===== src/rtl/textlcd_pkg.sv =====
// Shared definitions for the text LCD responder: state codes, instruction bit map, address helpers.
// Pure combinational helpers, no latency; no flow control.
// Callers must only step AC or map AC to a DDRAM cell through these functions.
package textlcd_pkg;

    localparam logic [1:0] ST_IDLE  = 2'd0;
    localparam logic [1:0] ST_BUSY  = 2'd1;
    localparam logic [1:0] ST_CLEAR = 2'd2;

    // Instruction opcode is the highest set bit of the byte.
    localparam int INS_SET_DDRAM = 7;
    localparam int INS_SET_CGRAM = 6;
    localparam int INS_FUNC      = 5;
    localparam int INS_SHIFT     = 4;
    localparam int INS_DISP      = 3;
    localparam int INS_ENTRY     = 2;
    localparam int INS_HOME      = 1;
    localparam int INS_CLEAR     = 0;
    localparam int FUNC_N        = 3;
    localparam int DISP_D        = 2;
    localparam int ENTRY_I       = 1;

    localparam logic [7:0] BLANK      = 8'h20;
    localparam logic [6:0] LINE0_BASE = 7'h00;
    localparam logic [6:0] LINE1_BASE = 7'h40;
    localparam logic [6:0] LINE0_LAST = 7'h27;
    localparam logic [6:0] LINE1_LAST = 7'h67;
    localparam logic [6:0] ONE_LAST   = 7'h4F;

    typedef struct packed {
        logic       vld;
        logic [4:0] idx;
    } cell_t;

    function automatic logic [6:0] ac_next(input logic [6:0] a, input logic inc, input logic two);
        logic [6:0] r;
        r = inc ? a + 7'd1 : a - 7'd1;
        if (two) begin
            if (inc && a == LINE0_LAST)       r = LINE1_BASE;
            else if (inc && a == LINE1_LAST)  r = LINE0_BASE;
            else if (!inc && a == LINE1_BASE) r = LINE0_LAST;
            else if (!inc && a == LINE0_BASE) r = LINE1_LAST;
        end else begin
            if (inc && a == ONE_LAST)         r = LINE0_BASE;
            else if (!inc && a == LINE0_BASE) r = ONE_LAST;
        end
        return r;
    endfunction

    // Only the first 16 columns of each line are backed by storage.
    function automatic cell_t ac_to_index(input logic [6:0] a);
        cell_t c;
        c.vld = (a[5:4] == 2'b00);
        c.idx = {a[6], a[3:0]};
        return c;
    endfunction

endpackage


===== src/rtl/textlcd_ddram.sv =====
// 32x8 display RAM: one write port, combinational bus read, registered checker read.
// Bus read 0 cycles, checker read 1 cycle (read-before-write on same index).
// No flow control; a write is taken every cycle we is high.
module textlcd_ddram (
    input  logic       clk,
    input  logic       we,
    input  logic [4:0] waddr,
    input  logic [7:0] wdat,
    input  logic [4:0] bus_addr,
    output logic [7:0] bus_dat,
    input  logic [4:0] rd_addr,
    output logic [7:0] rd_dat
);

    logic [7:0] mem [0:31];

    always_ff @(posedge clk) begin
        if (we) begin
            mem[waddr] <= wdat;
        end
        rd_dat <= mem[rd_addr];
    end

    assign bus_dat = mem[bus_addr];

endmodule


===== src/rtl/textlcd_responder.sv =====
// Panel-side model of the 8-bit text LCD bus: instruction decode, DDRAM, AC and busy flag.
// Strobe commits 3 clk after lcd_e falls; read data valid while synced E is high.
// Strobes arriving while not idle are dropped and flagged with a one-cycle cmd_err.
module textlcd_responder
    import textlcd_pkg::*;
#(
    parameter int BUSY_CYCLES = 4,
    parameter int HOME_CYCLES = 40
) (
    input  logic       clk,
    input  logic       resetn,
    input  logic       lcd_e,
    input  logic       lcd_rs,
    input  logic       lcd_rw,
    input  logic [7:0] lcd_data_in,
    output logic [7:0] lcd_data_out,
    output logic       lcd_data_oe,
    output logic       busy,
    output logic       disp_on,
    output logic [6:0] ac,
    output logic       cmd_err,
    input  logic [4:0] rd_addr,
    output logic [7:0] rd_char
);

    localparam int CNT_MAX = (BUSY_CYCLES > HOME_CYCLES) ? BUSY_CYCLES : HOME_CYCLES;
    localparam int CNT_W   = $clog2(CNT_MAX + 1);

    logic             e_s1, e_s2, e_d;
    logic             cap_rs, cap_rw;
    logic [7:0]       cap_dat;
    logic [1:0]       state;
    logic [CNT_W-1:0] cnt;
    logic [4:0]       fill_idx;
    logic             incr, two_line;
    logic             strobe, accept, clearing, rd_drive;
    cell_t            ac_cell;
    logic [7:0]       bus_dat;
    logic             mem_we;
    logic [4:0]       mem_waddr;
    logic [7:0]       mem_wdat;

    assign strobe    = e_d & ~e_s2;
    assign accept    = strobe & (state == ST_IDLE);
    assign clearing  = (state == ST_CLEAR);
    assign busy      = (state != ST_IDLE);
    assign ac_cell   = ac_to_index(ac);
    assign mem_we    = clearing | (accept & cap_rs & ~cap_rw & ac_cell.vld);
    assign mem_waddr = clearing ? fill_idx : ac_cell.idx;
    assign mem_wdat  = clearing ? BLANK : cap_dat;
    // e_s1 is next cycle's synced E, so the registered drive lines up with it.
    assign rd_drive  = e_s1 & lcd_rw;

    textlcd_ddram u_ddram (
        .clk      (clk),
        .we       (mem_we),
        .waddr    (mem_waddr),
        .wdat     (mem_wdat),
        .bus_addr (ac_cell.idx),
        .bus_dat  (bus_dat),
        .rd_addr  (rd_addr),
        .rd_dat   (rd_char)
    );

    always_ff @(posedge clk) begin
        if (resetn) begin
            e_s1 <= 1'b0;
            e_s2 <= 1'b0;
            e_d  <= 1'b0;
        end else begin
            e_s1 <= lcd_e;
            e_s2 <= e_s1;
            e_d  <= e_s2;
        end
    end

    always_ff @(posedge clk) begin
        if (e_s2) begin
            cap_rs  <= lcd_rs;
            cap_rw  <= lcd_rw;
            cap_dat <= lcd_data_in;
        end
    end

    always_ff @(posedge clk) begin
        if (resetn) begin
            lcd_data_oe  <= 1'b0;
            lcd_data_out <= 8'h00;
        end else begin
            lcd_data_oe <= rd_drive;
            if (!rd_drive)   lcd_data_out <= 8'h00;
            else if (lcd_rs) lcd_data_out <= ac_cell.vld ? bus_dat : BLANK;
            else             lcd_data_out <= {busy, ac};
        end
    end

    always_ff @(posedge clk) begin
        if (resetn) begin
            state    <= ST_CLEAR;
            fill_idx <= '0;
            cnt      <= '0;
            ac       <= '0;
            disp_on  <= 1'b0;
            incr     <= 1'b1;
            two_line <= 1'b1;
            cmd_err  <= 1'b0;
        end else begin
            cmd_err <= strobe & (state != ST_IDLE);
            case (state)
                ST_IDLE: begin
                    if (accept) begin
                        if (cap_rw) begin
                            if (cap_rs) ac <= ac_next(ac, incr, two_line);
                        end else if (cap_rs) begin
                            ac    <= ac_next(ac, incr, two_line);
                            state <= ST_BUSY;
                            cnt   <= CNT_W'(BUSY_CYCLES - 1);
                        end else begin
                            state <= ST_BUSY;
                            cnt   <= CNT_W'(BUSY_CYCLES - 1);
                            if (cap_dat[INS_SET_DDRAM])      ac <= cap_dat[6:0];
                            else if (cap_dat[INS_SET_CGRAM]) begin end
                            else if (cap_dat[INS_FUNC])      two_line <= cap_dat[FUNC_N];
                            else if (cap_dat[INS_SHIFT])     begin end
                            else if (cap_dat[INS_DISP])      disp_on <= cap_dat[DISP_D];
                            else if (cap_dat[INS_ENTRY])     incr <= cap_dat[ENTRY_I];
                            else if (cap_dat[INS_HOME]) begin
                                ac  <= '0;
                                cnt <= CNT_W'(HOME_CYCLES - 1);
                            end else if (cap_dat[INS_CLEAR]) begin
                                state    <= ST_CLEAR;
                                fill_idx <= '0;
                            end
                        end
                    end
                end
                ST_BUSY: begin
                    if (cnt == '0) state <= ST_IDLE;
                    else           cnt   <= cnt - 1'b1;
                end
                ST_CLEAR: begin
                    if (fill_idx == 5'd31) begin
                        ac    <= '0;
                        incr  <= 1'b1;
                        state <= ST_IDLE;
                    end else begin
                        fill_idx <= fill_idx + 5'd1;
                    end
                end
                default: state <= ST_IDLE;
            endcase
        end
    end

endmodule


===== config.mk =====
export PLATFORM = sky130hd
export DESIGN_NAME = textlcd_responder
export DESIGN_NICKNAME = d
export VERILOG_FILES = /design/src/rtl/textlcd_pkg.sv /design/src/rtl/textlcd_ddram.sv /design/src/rtl/textlcd_responder.sv
export SDC_FILE = /design/constraint.sdc
export NUM_CORES = 1
export LEC_CHECK = 0
export BUFFER_PORTS_ARGS = -buffer_cell sky130_fd_sc_hd__buf_2
export CAP_MARGIN = 5
export CORE_MARGIN = 2
export CORE_UTILIZATION = 42
export CTS_BUF_LIST = sky130_fd_sc_hd__clkbuf_8 sky130_fd_sc_hd__clkbuf_16
export DETAILED_ROUTE_END_ITERATION = 8
export PLACE_DENSITY = 0.6
export SLEW_MARGIN = 20
export SYNTH_ARGS = -nofsm -noshare
export SYNTH_HDL_FRONTEND = slang
export SYNTH_SLANG_ARGS = --single-unit

===== constraint.sdc =====
create_clock -name clk -period 3 [get_ports clk]
set_input_delay 0.15 -clock clk [delete_from_list [all_inputs] [get_ports clk]]
set_output_delay 0.15 -clock clk [all_outputs]
set_load 0.01 [all_outputs]

# After elaboration in Yosys (flattened, before gate mapping)
# Memory sizes are Yosys's and may differ from the RTL's. A register that Yosys moved wholly into a read port is not among the register bits.
# Index checks and enable logic that the tools add are counted.
# word_totals
reg_bits	46
latchBits	0
ram_bits	256
romBits	0
inputBits	18
output_inout_bits	27
elab_cells	167
mem_count	1
# memory_table
name	depth	width	read_ports	rd_clocked_by_memory_dff	wr	line_no	text
u_ddram.mem	32	8	2	2	1	textlcd_ddram.sv:15	logic [7:0] mem [0:31];
# op_classes
n_addsub	4
n_mul	0
n_div	0
magnitude_cmp	0
n_eq_ne	30
shift	0
mux	79
bitwise_logic	16
n_reduce_logical	21
# ops
cell	n
$mux 7	20
$mux 5	15
$mux 6	11
$ne 2x2->1 const B	15
$mux 2	13
$mux 8	3
$ne 4x4->1 const B	6
$eq 7x7->1 const B	3
$pmux 7 s2	1
$reduce_and 13->1	1
$mux 1	12
$pmux 6 s2	1
$reduce_and 11->1	1
$pmux 5 s2	1
$reduce_and 10->1	1
$reduce_and 9->1	1
$not 1->1	8
$reduce_and 4->1	2
$add 7x1->7 const B	1
$and 1x1->1	7
$eq 7x6->1 const B	1
$logic_not 7->1	1
$reduce_and 7->1	1
$sub 7x1->7 const B	1
other kinds (16)	23

# Logic depth before layout (Yosys ltp)
# logic_depth
depth_word	13
ltp_mapped	10
ltp_nobuf	9

# Hierarchy
# A second synthesis with hierarchy kept.
# unflattened
hier_cells	792
area_unflattened_um2	14562.7
# by_module_without_submodules
mod	n_inst	cells_each	area_each_um2	seq_area_each_um2
textlcd_ddram	1	524	12047.8	7847.5
textlcd_responder	1	268	2514.9	1021.0

# Least setup slack after synthesis
# No wires, ideal clock.
# synth_timing
path_type	reg2reg
start	register state[1]
end	memory u_ddram.mem[13][0] (enable)
setup_time_ps	370
t_arrival_ps	2205
required_ps	2630
setup_slack_ps	425
path_stages_with_launch	7
path_buffers	1
synth_period_minus_slack_ps	2575
cell_sequence	dfxtp_1 > or2_2 > buf_6 > nor3_1 > nand4_1 > o22a_1 > nor2_1
# synth_via
elab_chain_len	8
word_cells_on_any_way	10
classes_between	eq/ne (1); mux (3); bitwise (5); reduce/logical (1)
# synth_lines
item	line_no	text
from (decl)	textlcd_responder.sv:32	logic [1:0] state;
from (signal assigned)	textlcd_responder.sv:99	state <= ST_CLEAR;
from (signal assigned)	textlcd_responder.sv:116	state <= ST_BUSY;
from (signal assigned)	textlcd_responder.sv:119	state <= ST_BUSY;
$logic_not 2->1	textlcd_responder.sv:44	assign accept = strobe & (state == ST_IDLE);
$and 1x1->1	textlcd_responder.sv:44	
$and 1x1->1 (3 in series)	textlcd_responder.sv:48	assign mem_we = clearing | (accept & cap_rs & ~cap_rw & ac_cell.vld);
$or 1x1->1	textlcd_responder.sv:48	
$mux 1	textlcd_ddram.sv:18	if (we) begin
$mux 1 (implied by the code)	textlcd_ddram.sv:19	mem[waddr] <= wdat;
to (decl)	textlcd_ddram.sv:15	
# Several ways; a longest one is shown, not always the timed one.

# Worst setup path in the final report
# layout_timing
start	register state[1]
end	memory u_ddram.mem[14][4] (enable)
# Same word-level chain as after synthesis.

==> reports/results.ini <==
[hold_path]
min_path_type=input port to register
min_to=u_ddram.rd_dat[4]
min_from=rd_addr[4]
min_delay_path_depth=2

[pwr]
p_per_area_nw_per_um2=547.8
finalPower_mw=9.340
vdd_drop_max_mv=0.3404
power.leakage_nw=5.762

[route]
dr.pass1.iters=4
drc=0
antenna_left=0
vias=8659
routed_wl_um=38610
drt_iter0_drc=833
viasPerCell=5.992
wl_per_cell_um=26.72

[synth]
synth_warnings=0
yosys_most_used_dff=edfxtp_1
yosysUniqueCellTypes=60
postSynthCellCount=856
syn_area_um2=14620
synth_edf_count=266
ys_seq_area_share_pct=61.36
yosys.area.top_type_share_pct=54.65
synth_nets=883
async_reset_ff_share_pct=0
synth_largest_area_cell=edfxtp_1
syn_area_per_cell_um2=17.08
synthTopCellsByArea=edfxtp_1 55%, mux4_2 22%, dfxtp_1 6.7%
ys_ff_latch=315

[clock_tree]
cts_buffers=35
htreeDepth=2
cts_tree=built
clock_latency_ps=520
clk_pin_slew_ps=60
cts.path.max_buffers=3
cts_root_buffer=clkbuf_16
cts.sinks=315

[timing]
tns_ps=0
rsz0062_at_grt=false
finalCritPeriodShare_pct=91.31
maxSlewViolCount=0
slew-limit-headroom_pct=34.79
setup_viol_count_final=0
fin_crit_ps=2739
max_freq_mhz=365.0
tightest_slew_ps=976.8
clock_skew_ps=18.08
hold_viol=0

[layout]
layout-drive-gt1-share_pct=34.72
fin_util_pct=49.61
finalNetCount=990
fillers=2847
area_delta_synth_final_pct=16.66
stdcell_count=1445

[floorplanning]
fp-row-count=68
initial_core_util_pct=42.52
pin_count=45
dieWidth_um=190.6
core_um2=34370
fp.dieH_um=190.6
fp.dieArea_um2=36310

[critical_path]
r2r_setup_slack_ps=260
worstSetupEndpointType=register
worstReg2RegEnd=u_ddram.mem[14][4]
worstSetupStartpointType=register
critPathMaxFanout=8
r2r-start=state[1]
r2r_cells=7
crit_arrival_ps=2960
criticalPathCategory=register to register
cp.required_ps=3220

[placed_design]
dpl.hpwl_um=26220
post-place-cells=1369
io_buffers=44
place_congestion=0.8238

[global_route]
grt_pass1_vias=8648
antenna_found_initial=3
grt_max_degree=45
overflow=0
grt_pass1_wl_um=57360
grt_usage_pct=21.95

[outcome]
outcome=completed

[run]
drv_cap=0

cell type report:
type                            instances  area (µm²)  area share (%)
Sequential cell                       315        8977           52.65
Multi-Input combinational cell        474        5396           31.65
Timing Repair Buffer                  127       963.4           5.650
Clock buffer                           40       944.7           5.540
Tap cell                              455       569.3           3.339
Clock inverter                         22       157.7          0.9246
Inverter                               10       37.54          0.2201
Antenna cell                            2       5.005         0.02935
flip-flops by register name (all words and copies together), names as in the netlist, named ones only:
| register | flops |
|---|---|
| ac | 7 |
| cap_dat | 8 |
| cap_rs | 1 |
| cap_rw | 1 |
| cmd_err | 1 |
| cnt | 6 |
| disp_on | 1 |
| e_d | 1 |
| e_s1 | 1 |
| e_s2 | 1 |
| fill_idx | 5 |
| incr | 1 |
| lcd_data_oe | 1 |
| lcd_data_out | 8 |
| state | 2 |
| two_line | 1 |
| u_ddram.mem | 256 |
| u_ddram.rd_dat | 8 |
per-layer routing:
metal,vias up,global-route usage (%),wire length [µm]
li1,3743,-,-
met1,4528,30.75,16060
met2,339,35.34,18730
met3,49,4.122,2871
met4,0,6.112,948
met5,-,0,0
worst max-delay path, stage by stage, from the launching register on:
cell and delay, ps:
dfxtp_1 360, or2_2 370, or3_2 500, nor3_1 360, a22oi_1 290, buf_4 260, nor2_1 120, buf_4 190
per-stage QoR:
stage	cell area, µm²	hold slack (ps)	worst slack [ps]
2_1_floorplan	14620	229.8	424.8
3_5_place_dp	15820	328.5	272.4
6_report	17050	65.50	260.6
5_1_grt	17050	66.47	193.9
3_3_place_gp	15820	327.3	311.6
4_1_cts	17050	66.03	260.1
worst max-delay path by stage:
stage,startpoint,to
2_1_floorplan,state[1],u_ddram.mem[13][0]
3_3_place_gp,state[1],u_ddram.mem[14][3]
3_5_place_dp,state[1],u_ddram.mem[14][3]
4_1_cts,state[1],u_ddram.mem[14][4]
5_1_grt,state[1],u_ddram.mem[14][4]
6_report,state[1],u_ddram.mem[14][4]
placed cells by master, fill, tap and decap left out, types with 4 or more instances in the layout:
cell type	Yosys	layout
edfxtp_1	266	266
mux4_2	144	144
buf_4	1	65
nor2_1	57	57
dfxtp_1	49	46
buf_2	9	43
clkbuf_16	0	35
nand2_1	31	31
a211oi_1	26	26
a21oi_1	26	26
nor2b_1	29	22
o21ai_0	20	20
inv_1	10	19
mux2i_1	19	19
nor3_1	14	14
dlygate4sd3_1	0	12
nand3b_1	10	10
nand3_1	10	10
mux2_2	9	9
ha_1	8	8
a221o_1	7	7
clkinv_2	0	7
buf_12	0	7
nor2b_4	0	6
clkbuf_8	2	5
nand2b_1	4	4
a22oi_1	4	4
nand4_1	4	4
kinds of logic after synthesis:
kind of cell	share of synthesized area, %
flip-flops	61.36
AND/OR/NAND/NOR	6.523
multiplexers	24.18
AO/OA/AOI/OAI	4.888
buffers and inverters	2.046
adder cells (fa/ha/maj)	0.8218
XOR/XNOR	0.1798
where the power goes:
part / internal [mW] / total [mW] / leakage, nW / switching, mW
clock: 2.42 / 4.10 / 0.582 / 1.68
combinational: 0.221 / 0.460 / 2.19 / 0.239
sequential: 4.75 / 4.78 / 2.99 / 0.0303
cell usage after synthesis, types with 10 or more instances:
library cell,n
mux4_2,144
inv_1,10
clkbuf_1,31
a21oi_1,26
edfxtp_1,266
nand3_1,10
buf_1,12
dfxtp_1,49
nor2_1,57
nor2b_1,29
nor3_1,14
a211oi_1,26
mux2i_1,19
o21ai_0,20
nand3b_1,10
nand2_1,31
repair_timing:
item / in CTS / in global routing
endpoints found under the hold margin: 12 / 0
hold buffers: 12 / 0
buffers inserted: 0 / 0
setup endpoints to repair: 0 / 0
resized for setup: 0 / 0
No activity file was read; power rests on OpenSTA's default activity.
